`config.mk`:
```
export PLATFORM = sky130hd
export DESIGN_NAME = hiscore_upload_reader_flat
export DESIGN_NICKNAME = d
export VERILOG_FILES = /design/src/rtl/hiscore_upload_reader_pkg.sv /design/src/rtl/hiscore_upload_reader_if.sv /design/src/rtl/hiscore_upload_reader.sv /design/src/flat_wrapper.sv
export SDC_FILE = /design/constraint.sdc
export NUM_CORES = 1
export LEC_CHECK = 0
export CAP_MARGIN = 5
export CORE_ASPECT_RATIO = 0.5
export CORE_MARGIN = 1.5
export CORE_UTILIZATION = 40
export CTS_CLUSTER_SIZE = 24
export DETAILED_ROUTE_END_ITERATION = 12
export PLACE_DENSITY_LB_ADDON = 0.2
export SETUP_SLACK_MARGIN = 0.15
export SLEW_MARGIN = 0
export SYNTH_ARGS = -nofsm -noshare
export SYNTH_HDL_FRONTEND = slang
export SYNTH_SLANG_ARGS = --single-unit
```
`constraint.sdc`:
```
create_clock -name clk_sys -period 2.81 [get_ports clk_sys]
set_input_delay 0.562 -clock clk_sys [delete_from_list [all_inputs] [get_ports clk_sys]]
set_output_delay 0.562 -clock clk_sys [all_outputs]
set_load 0.1 [all_outputs]
```
`src/rtl/hiscore_upload_reader_pkg.sv`:
```
// Shared types and constants for the hiscore upload (read-back) responder.
package hiscore_pkg;

  typedef enum logic [2:0] {
    IDLE     = 3'd0,
    WAIT_ACK = 3'd1,
    READY    = 3'd2,
    FETCH    = 3'd3,
    RELEASE  = 3'd4
  } hs_state_e;

  // Returned for any address past the end of the save image.
  localparam logic [7:0] OOR_BYTE = 8'hFF;

endpackage

```
`src/rtl/hiscore_upload_reader_if.sv`:
```
// HPS ioctl upload bundle: the HPS side is the master, the core responder the slave.
interface hiscore_ioctl_if;

  logic        ioctl_upload;
  logic        ioctl_rd;
  logic [24:0] ioctl_addr;
  logic [7:0]  ioctl_din;
  logic        ioctl_wait;

  modport master (
    output ioctl_upload,
    output ioctl_rd,
    output ioctl_addr,
    input  ioctl_din,
    input  ioctl_wait
  );

  modport slave (
    input  ioctl_upload,
    input  ioctl_rd,
    input  ioctl_addr,
    output ioctl_din,
    output ioctl_wait
  );

endinterface

```
`src/rtl/hiscore_upload_reader.sv`:
```
// Serves HPS upload reads from work/NVRAM: pauses the CPU, borrows the RAM port,
// returns one byte per ioctl_rd and tracks byte count and checksum of the image.
module hiscore_upload_reader
  import hiscore_pkg::*;
#(
  parameter int AW      = 10,
  parameter int SIZE    = 1024,
  parameter int RAM_LAT = 1
) (
  input  logic          clk_sys,
  input  logic          RESET_N,
  hiscore_ioctl_if.slave ioctl,
  output logic          pause_req,
  input  logic          pause_ack,
  output logic          ram_sel,
  output logic [AW-1:0] ram_addr,
  output logic          ram_rd,
  input  logic [7:0]    ram_q,
  output logic          busy,
  output logic [AW:0]   byte_count,
  output logic [7:0]    checksum
);

  localparam logic [24:0] SIZE_ADDR = 25'(SIZE);
  localparam logic [2:0]  LAT_LOAD  = 3'(RAM_LAT);
  localparam logic [AW:0] CNT_ONE   = {{AW{1'b0}}, 1'b1};
  localparam logic [AW:0] CNT_MAX   = {(AW+1){1'b1}};

  hs_state_e       state_q, state_d;
  logic            pause_req_q, pause_req_d;
  logic            wait_q, wait_d;
  logic            sel_q, sel_d;
  logic [AW-1:0]   addr_q, addr_d;
  logic            rd_q, rd_d;
  logic [7:0]      din_q, din_d;
  logic [2:0]      lat_q, lat_d;
  logic [AW:0]     count_q, count_d;
  logic [7:0]      sum_q, sum_d;
  logic            busy_q, busy_d;
  logic            in_range_s;

  assign in_range_s = (ioctl.ioctl_addr < SIZE_ADDR);

  // State and output registers.
  always_ff @(posedge clk_sys or negedge RESET_N) begin
    if (!RESET_N) begin
      state_q     <= IDLE;
      pause_req_q <= 1'b0;
      wait_q      <= 1'b0;
      sel_q       <= 1'b0;
      addr_q      <= '0;
      rd_q        <= 1'b0;
      din_q       <= 8'h00;
      lat_q       <= 3'd0;
      count_q     <= '0;
      sum_q       <= 8'h00;
      busy_q      <= 1'b0;
    end else begin
      state_q     <= state_d;
      pause_req_q <= pause_req_d;
      wait_q      <= wait_d;
      sel_q       <= sel_d;
      addr_q      <= addr_d;
      rd_q        <= rd_d;
      din_q       <= din_d;
      lat_q       <= lat_d;
      count_q     <= count_d;
      sum_q       <= sum_d;
      busy_q      <= busy_d;
    end
  end

  // Next-state and next-output logic.
  always_comb begin
    state_d     = state_q;
    pause_req_d = pause_req_q;
    wait_d      = wait_q;
    sel_d       = sel_q;
    addr_d      = addr_q;
    rd_d        = 1'b0;
    din_d       = din_q;
    lat_d       = lat_q;
    count_d     = count_q;
    sum_d       = sum_q;

    case (state_q)
      IDLE: begin
        wait_d = 1'b0;
        if (ioctl.ioctl_upload && !pause_ack) begin
          pause_req_d = 1'b1;
          wait_d      = 1'b1;
          count_d     = '0;
          sum_d       = 8'h00;
          state_d     = WAIT_ACK;
        end else begin
          state_d = IDLE;
        end
      end

      WAIT_ACK: begin
        if (!ioctl.ioctl_upload) begin
          pause_req_d = 1'b0;
          sel_d       = 1'b0;
          wait_d      = 1'b0;
          state_d     = RELEASE;
        end else if (pause_ack) begin
          sel_d   = 1'b1;
          wait_d  = 1'b0;
          state_d = READY;
        end else begin
          state_d = WAIT_ACK;
        end
      end

      READY: begin
        if (ioctl.ioctl_rd && in_range_s) begin
          // A falling upload is handled once the fetch completes.
          addr_d  = ioctl.ioctl_addr[AW-1:0];
          rd_d    = 1'b1;
          wait_d  = 1'b1;
          lat_d   = LAT_LOAD;
          state_d = FETCH;
        end else if (ioctl.ioctl_rd || !ioctl.ioctl_upload) begin
          if (ioctl.ioctl_rd) begin
            din_d = OOR_BYTE;
          end else begin
            din_d = din_q;
          end
          if (ioctl.ioctl_upload) begin
            state_d = READY;
          end else begin
            pause_req_d = 1'b0;
            sel_d       = 1'b0;
            state_d     = RELEASE;
          end
        end else begin
          state_d = READY;
        end
      end

      FETCH: begin
        if (lat_q == 3'd0) begin
          din_d  = ram_q;
          sum_d  = sum_q + ram_q;
          wait_d = 1'b0;
          if (count_q != CNT_MAX) begin
            count_d = count_q + CNT_ONE;
          end else begin
            count_d = count_q;
          end
          if (ioctl.ioctl_upload) begin
            state_d = READY;
          end else begin
            pause_req_d = 1'b0;
            sel_d       = 1'b0;
            state_d     = RELEASE;
          end
        end else begin
          lat_d   = lat_q - 3'd1;
          state_d = FETCH;
        end
      end

      RELEASE: begin
        pause_req_d = 1'b0;
        sel_d       = 1'b0;
        wait_d      = 1'b0;
        if (!pause_ack) begin
          state_d = IDLE;
        end else begin
          state_d = RELEASE;
        end
      end

      default: begin
        pause_req_d = 1'b0;
        sel_d       = 1'b0;
        wait_d      = 1'b0;
        state_d     = IDLE;
      end
    endcase

    busy_d = (state_d != IDLE);
  end

  assign ioctl.ioctl_din  = din_q;
  assign ioctl.ioctl_wait = wait_q;
  assign pause_req        = pause_req_q;
  assign ram_sel          = sel_q;
  assign ram_addr         = addr_q;
  assign ram_rd           = rd_q;
  assign busy             = busy_q;
  assign byte_count       = count_q;
  assign checksum         = sum_q;

endmodule

```
`src/flat_wrapper.sv`:
```
// flat-port wrapper written by rule: the top's interface ports become plain ports
module hiscore_upload_reader_flat import hiscore_pkg::*;
#(
  parameter int AW      = 10,
  parameter int SIZE    = 1024,
  parameter int RAM_LAT = 1
)
  (clk_sys, RESET_N, pause_req, pause_ack, ram_sel, ram_addr, ram_rd, ram_q, busy, byte_count, checksum, ioctl_ioctl_upload, ioctl_ioctl_rd, ioctl_ioctl_addr, ioctl_ioctl_din, ioctl_ioctl_wait);
  hiscore_ioctl_if ioctl_i ();
  input  logic clk_sys;
  input  logic RESET_N;
  output logic pause_req;
  input  logic pause_ack;
  output logic ram_sel;
  output logic [AW-1:0] ram_addr;
  output logic ram_rd;
  input  logic [7:0] ram_q;
  output logic busy;
  output logic [AW:0] byte_count;
  output logic [7:0] checksum;
  input wire logic [$bits(ioctl_i.ioctl_upload)-1:0] ioctl_ioctl_upload;
  input wire logic [$bits(ioctl_i.ioctl_rd)-1:0] ioctl_ioctl_rd;
  input wire logic [$bits(ioctl_i.ioctl_addr)-1:0] ioctl_ioctl_addr;
  output wire logic [$bits(ioctl_i.ioctl_din)-1:0] ioctl_ioctl_din;
  output wire logic [$bits(ioctl_i.ioctl_wait)-1:0] ioctl_ioctl_wait;
  assign ioctl_i.ioctl_upload = ioctl_ioctl_upload;
  assign ioctl_i.ioctl_rd = ioctl_ioctl_rd;
  assign ioctl_i.ioctl_addr = ioctl_ioctl_addr;
  assign ioctl_ioctl_din = ioctl_i.ioctl_din;
  assign ioctl_ioctl_wait = ioctl_i.ioctl_wait;
  hiscore_upload_reader #(.AW(AW), .SIZE(SIZE), .RAM_LAT(RAM_LAT)) u_core (.clk_sys(clk_sys), .RESET_N(RESET_N), .ioctl(ioctl_i), .pause_req(pause_req), .pause_ack(pause_ack), .ram_sel(ram_sel), .ram_addr(ram_addr), .ram_rd(ram_rd), .ram_q(ram_q), .busy(busy), .byte_count(byte_count), .checksum(checksum));
endmodule
```
==> impl_results.md <==
- CTS tree: built
- Combinational power share: 37.2%
- Seq pwr share: around a third
- Vias in the first global route: 2,157
- Slew Limit Fails: 0
- Nets: ~380
- Critical Path AT: about 2600 ps
- DRT Wirelength: around 5800 µm
- Initial Utilization: about two fifths
- Seq/Total Area, Yosys: 48.4%
- Post-synth top area share: about half
- Final worst slack: 392 ps
- Seq cells post-synth: 48
- Initial antenna violation count: 0
- Top_reg_cell synth: dfrtp_1
- ANT nets after route: 0
- Clk root buf: clkbuf_16
- First-pass GRT wire length: between 9000 and 10,000 µm
- Drt pass-1 iters: 4
- Top post-synthesis cells by area: dfrtp_1 (48%), ha_1 (5.0%), mux2_2 (4.5%), nand2_1 (3.8%), o21ai_0 (3.2%)
- Die X: 114 µm
- Buf/Inv on CP: 1
- Fin crit period: around 2400 ps
- Switching Fraction: 40.4%
- Row cnt: 20
- Drt drc: 0
- Setup Viol. Count Final: 0
- FILL cells: ~550
- Max incr delay on CP: roughly 580 ps
- Placed Area: around 3300 µm²
- Routability cong.: roughly 0.85
- EDFF count, synth: 0
- Syn. warnings: 0
- Final period utilization: 86.0%
- Die Y: between 50 and 60 µm
- Fin cells: 419
- Async S/R FF share, synth: 100%
- Most area-hungry cell type in the Yosys netlist: dfrtp_1
- Synthesized area per cell: roughly 10 µm²
- Syn Std Cell Area: 2480 µm²
- HP Class: in -> async
- Largest delay share family, worst path: simple AND/OR/NAND/NOR gates
- Setup Crit Path Kind: in -> reg
- Status: finished clean
- Sw Pwr: approximately 1 mW
- Average wire per standard cell: roughly 14 µm
- Peak supply drop: about 0.32 mV
- Cell variety after synth: 47
- Pleak: around 1.6 nW
- Worst path slowest cell: or4_4
- DP Worst Slack: 48.3 ps
- CP max FO: 4
- Core footprint: 6030 µm²
- Vias per std cell: around 5.3
- All-layer global routing usage: roughly 19%
- H-tree Lvls: 2
- Int Pwr: between 1 and 1.5 mW
- Most common cell in the synthesized netlist: dfrtp_1
- DIE AREA: ~6700 µm²
- Final Hold Fails: 0
- Worst-path cell chain: clkdlybuf4s50_1, nor2b_1, o32ai_1, or4_4, or4_1, o21ai_0
- Worst-path clk slew: about 60 ps
- Cells after Synth: roughly 240
- Largest net degree at the start of global routing: 49
- Iteration-0 DRC Markers: 90
- Max Cap Viol: 0
- Hold_buf cts: 0
- Post-CTS setup buffers: 0
- P&R area growth vs syn: 39.0%
- RSZ-0062 raised after global routing: false
- Placed insts: roughly 400
- Inserted Diodes: 0
- Design area: between 3000 and 4000 µm²
- Max_slew headroom: approximately 55%
- Utilization after layout: a little under three fifths
- Worst slew pin tran: roughly 680 ps
- Routed vias: between 2,000 and 2,500
- Syn nets: 293
- Dpl hpwl: roughly 4400 µm
- Clock sink count: 48
- CP required: 3020 ps
- Top-Level Pins: 80
- Clock share of power: ~28%
- Final Skew: 6.37 ps
- Commonest cells in the netlist: dfrtp_1 (48), nand2_1 (25), nor2_1 (20)
- CTS buffer count: 5
- Grt ovf: 0
- Pwr/cell area: between 600 and 700 nW/µm²
- Element type at the critical path start: input pin
- Endpoint class of the critical path: flop
- Fmax: 0.414 GHz
- Share of cells above drive strength 1: roughly a fifth
- Clock Latency Late Sink: around 280 ps
- Bufs on Longest Clock Path: 2
- Port Buf Inserts: just under 80
- Setup TNS: 0 ps
[flip-flops by register name, summed over array words and instances (netlist names)]
register / cells
u_core.byte_count: 11
u_core.ram_addr: 10
u_core.checksum: 8
u_core.ioctl.ioctl_din: 8
u_core.lat_q: 3
u_core.state_q: 3
u_core.busy: 1
u_core.ioctl.ioctl_wait: 1
u_core.pause_req: 1
u_core.ram_rd: 1
u_core.ram_sel: 1
[power by group through the flow]
stage | sequential (mW) | clock, mW | combinational [mW]
global route | 0.861 | 0.716 | 0.953
global placement | 0.855 | 0 | 0.885
CTS | 0.846 | 0.679 | 0.898
detailed placement | 0.858 | 0 | 0.894
finish | 0.847 | 0.666 | 0.897
floorplan | 1.24 | 0 | 0.265
[cell type report]
type / count / area, µm² / area share [%]
Tap cell: 88 / 110 / 3.19
Sequential cell: 48 / 1200 / 34.8
Timing Repair Buffer: 84 / 718 / 20.8
Inverter: 5 / 18.8 / 0.544
Clock buffer: 6 / 129 / 3.73
Multi-Input combinational cell: 186 / 1240 / 35.9
Clock inverter: 2 / 35.0 / 1.01
[timing repair]
action	4_1_cts	5_1_grt
endpoints found under the setup margin	0	3
resized for setup	0	1
hold endpoints to repair	0	0
[routing by layer]
layer	vias to the layer above	part of all wire, %	track usage, %
met5	-	0	0
li1	1082	-	-
met2	64	46	31.2
met1	1063	48	24.3
met4	0	0.51	4.29
met3	4	5.5	4.94
[cells by family after synthesis]
logic type                 after synthesis  share of synthesized area [%]
and+or+nand+nor                         93                           19.3
AOI/OAI and AO/OA                       63                           16.9
DFF                                     48                           48.4
adders and majority gates               11                           5.84
buffers and inverters                   10                           1.91
muxes                                   10                           4.53
xor gates and xnor gates                 9                           3.17
[layout by cell type, fill, tap and decap left out, drive strengths merged, types with 2 or more instances in the layout]
master,n
mux2,10
nor2b,3
nand3,12
or2,3
nor4,7
xnor2,3
buf,48
xor2,6
a22o,3
o21ai,16
nor2,20
o21bai,3
o31ai,3
clkdlybuf4s50,36
a21o,4
nand2,25
nand4,2
a21oi,15
o22a,8
clkbuf,6
nor3,2
dfrtp,48
a211oi,2
inv,5
a32o,2
or4,6
nand2b,4
ha,10
[through the flow]
| step | power, mW | hold WS (ps) |
|---|---|---|
| 3_3_place_gp | 1.74 | 456 |
| 2_1_floorplan | 1.50 | 266 |
| 3_5_place_dp | 1.75 | 460 |
| 5_1_grt | 2.53 | 427 |
| 4_1_cts | 2.42 | 393 |
| 6_report | 2.41 | 370 |
[path summary, 6_finish.rpt]
check | from | end | slack [ps] | cells past startpoint
max | ioctl_ioctl_upload | u_core.byte_count[7]$_DFFE_PN0P_ | 390 | 6
min | RESET_N | u_core.ioctl.ioctl_din[2]$_DFFE_PN0P_ | 370 | 2
max reg2reg | u_core.lat_q[0]$_DFFE_PN0P_ | u_core.byte_count[7]$_DFFE_PN0P_ | 520 | 7
min reg2reg | u_core.lat_q[0]$_DFFE_PN0P_ | u_core.lat_q[0]$_DFFE_PN0P_ | 470 | 1
max in group asynchronous | RESET_N | u_core.ram_sel$_DFFE_PN0P_ | 2020 | 2
min in group clk_sys | u_core.lat_q[0]$_DFFE_PN0P_ | u_core.lat_q[0]$_DFFE_PN0P_ | 470 | 1
(Power assumes the default switching activity.)
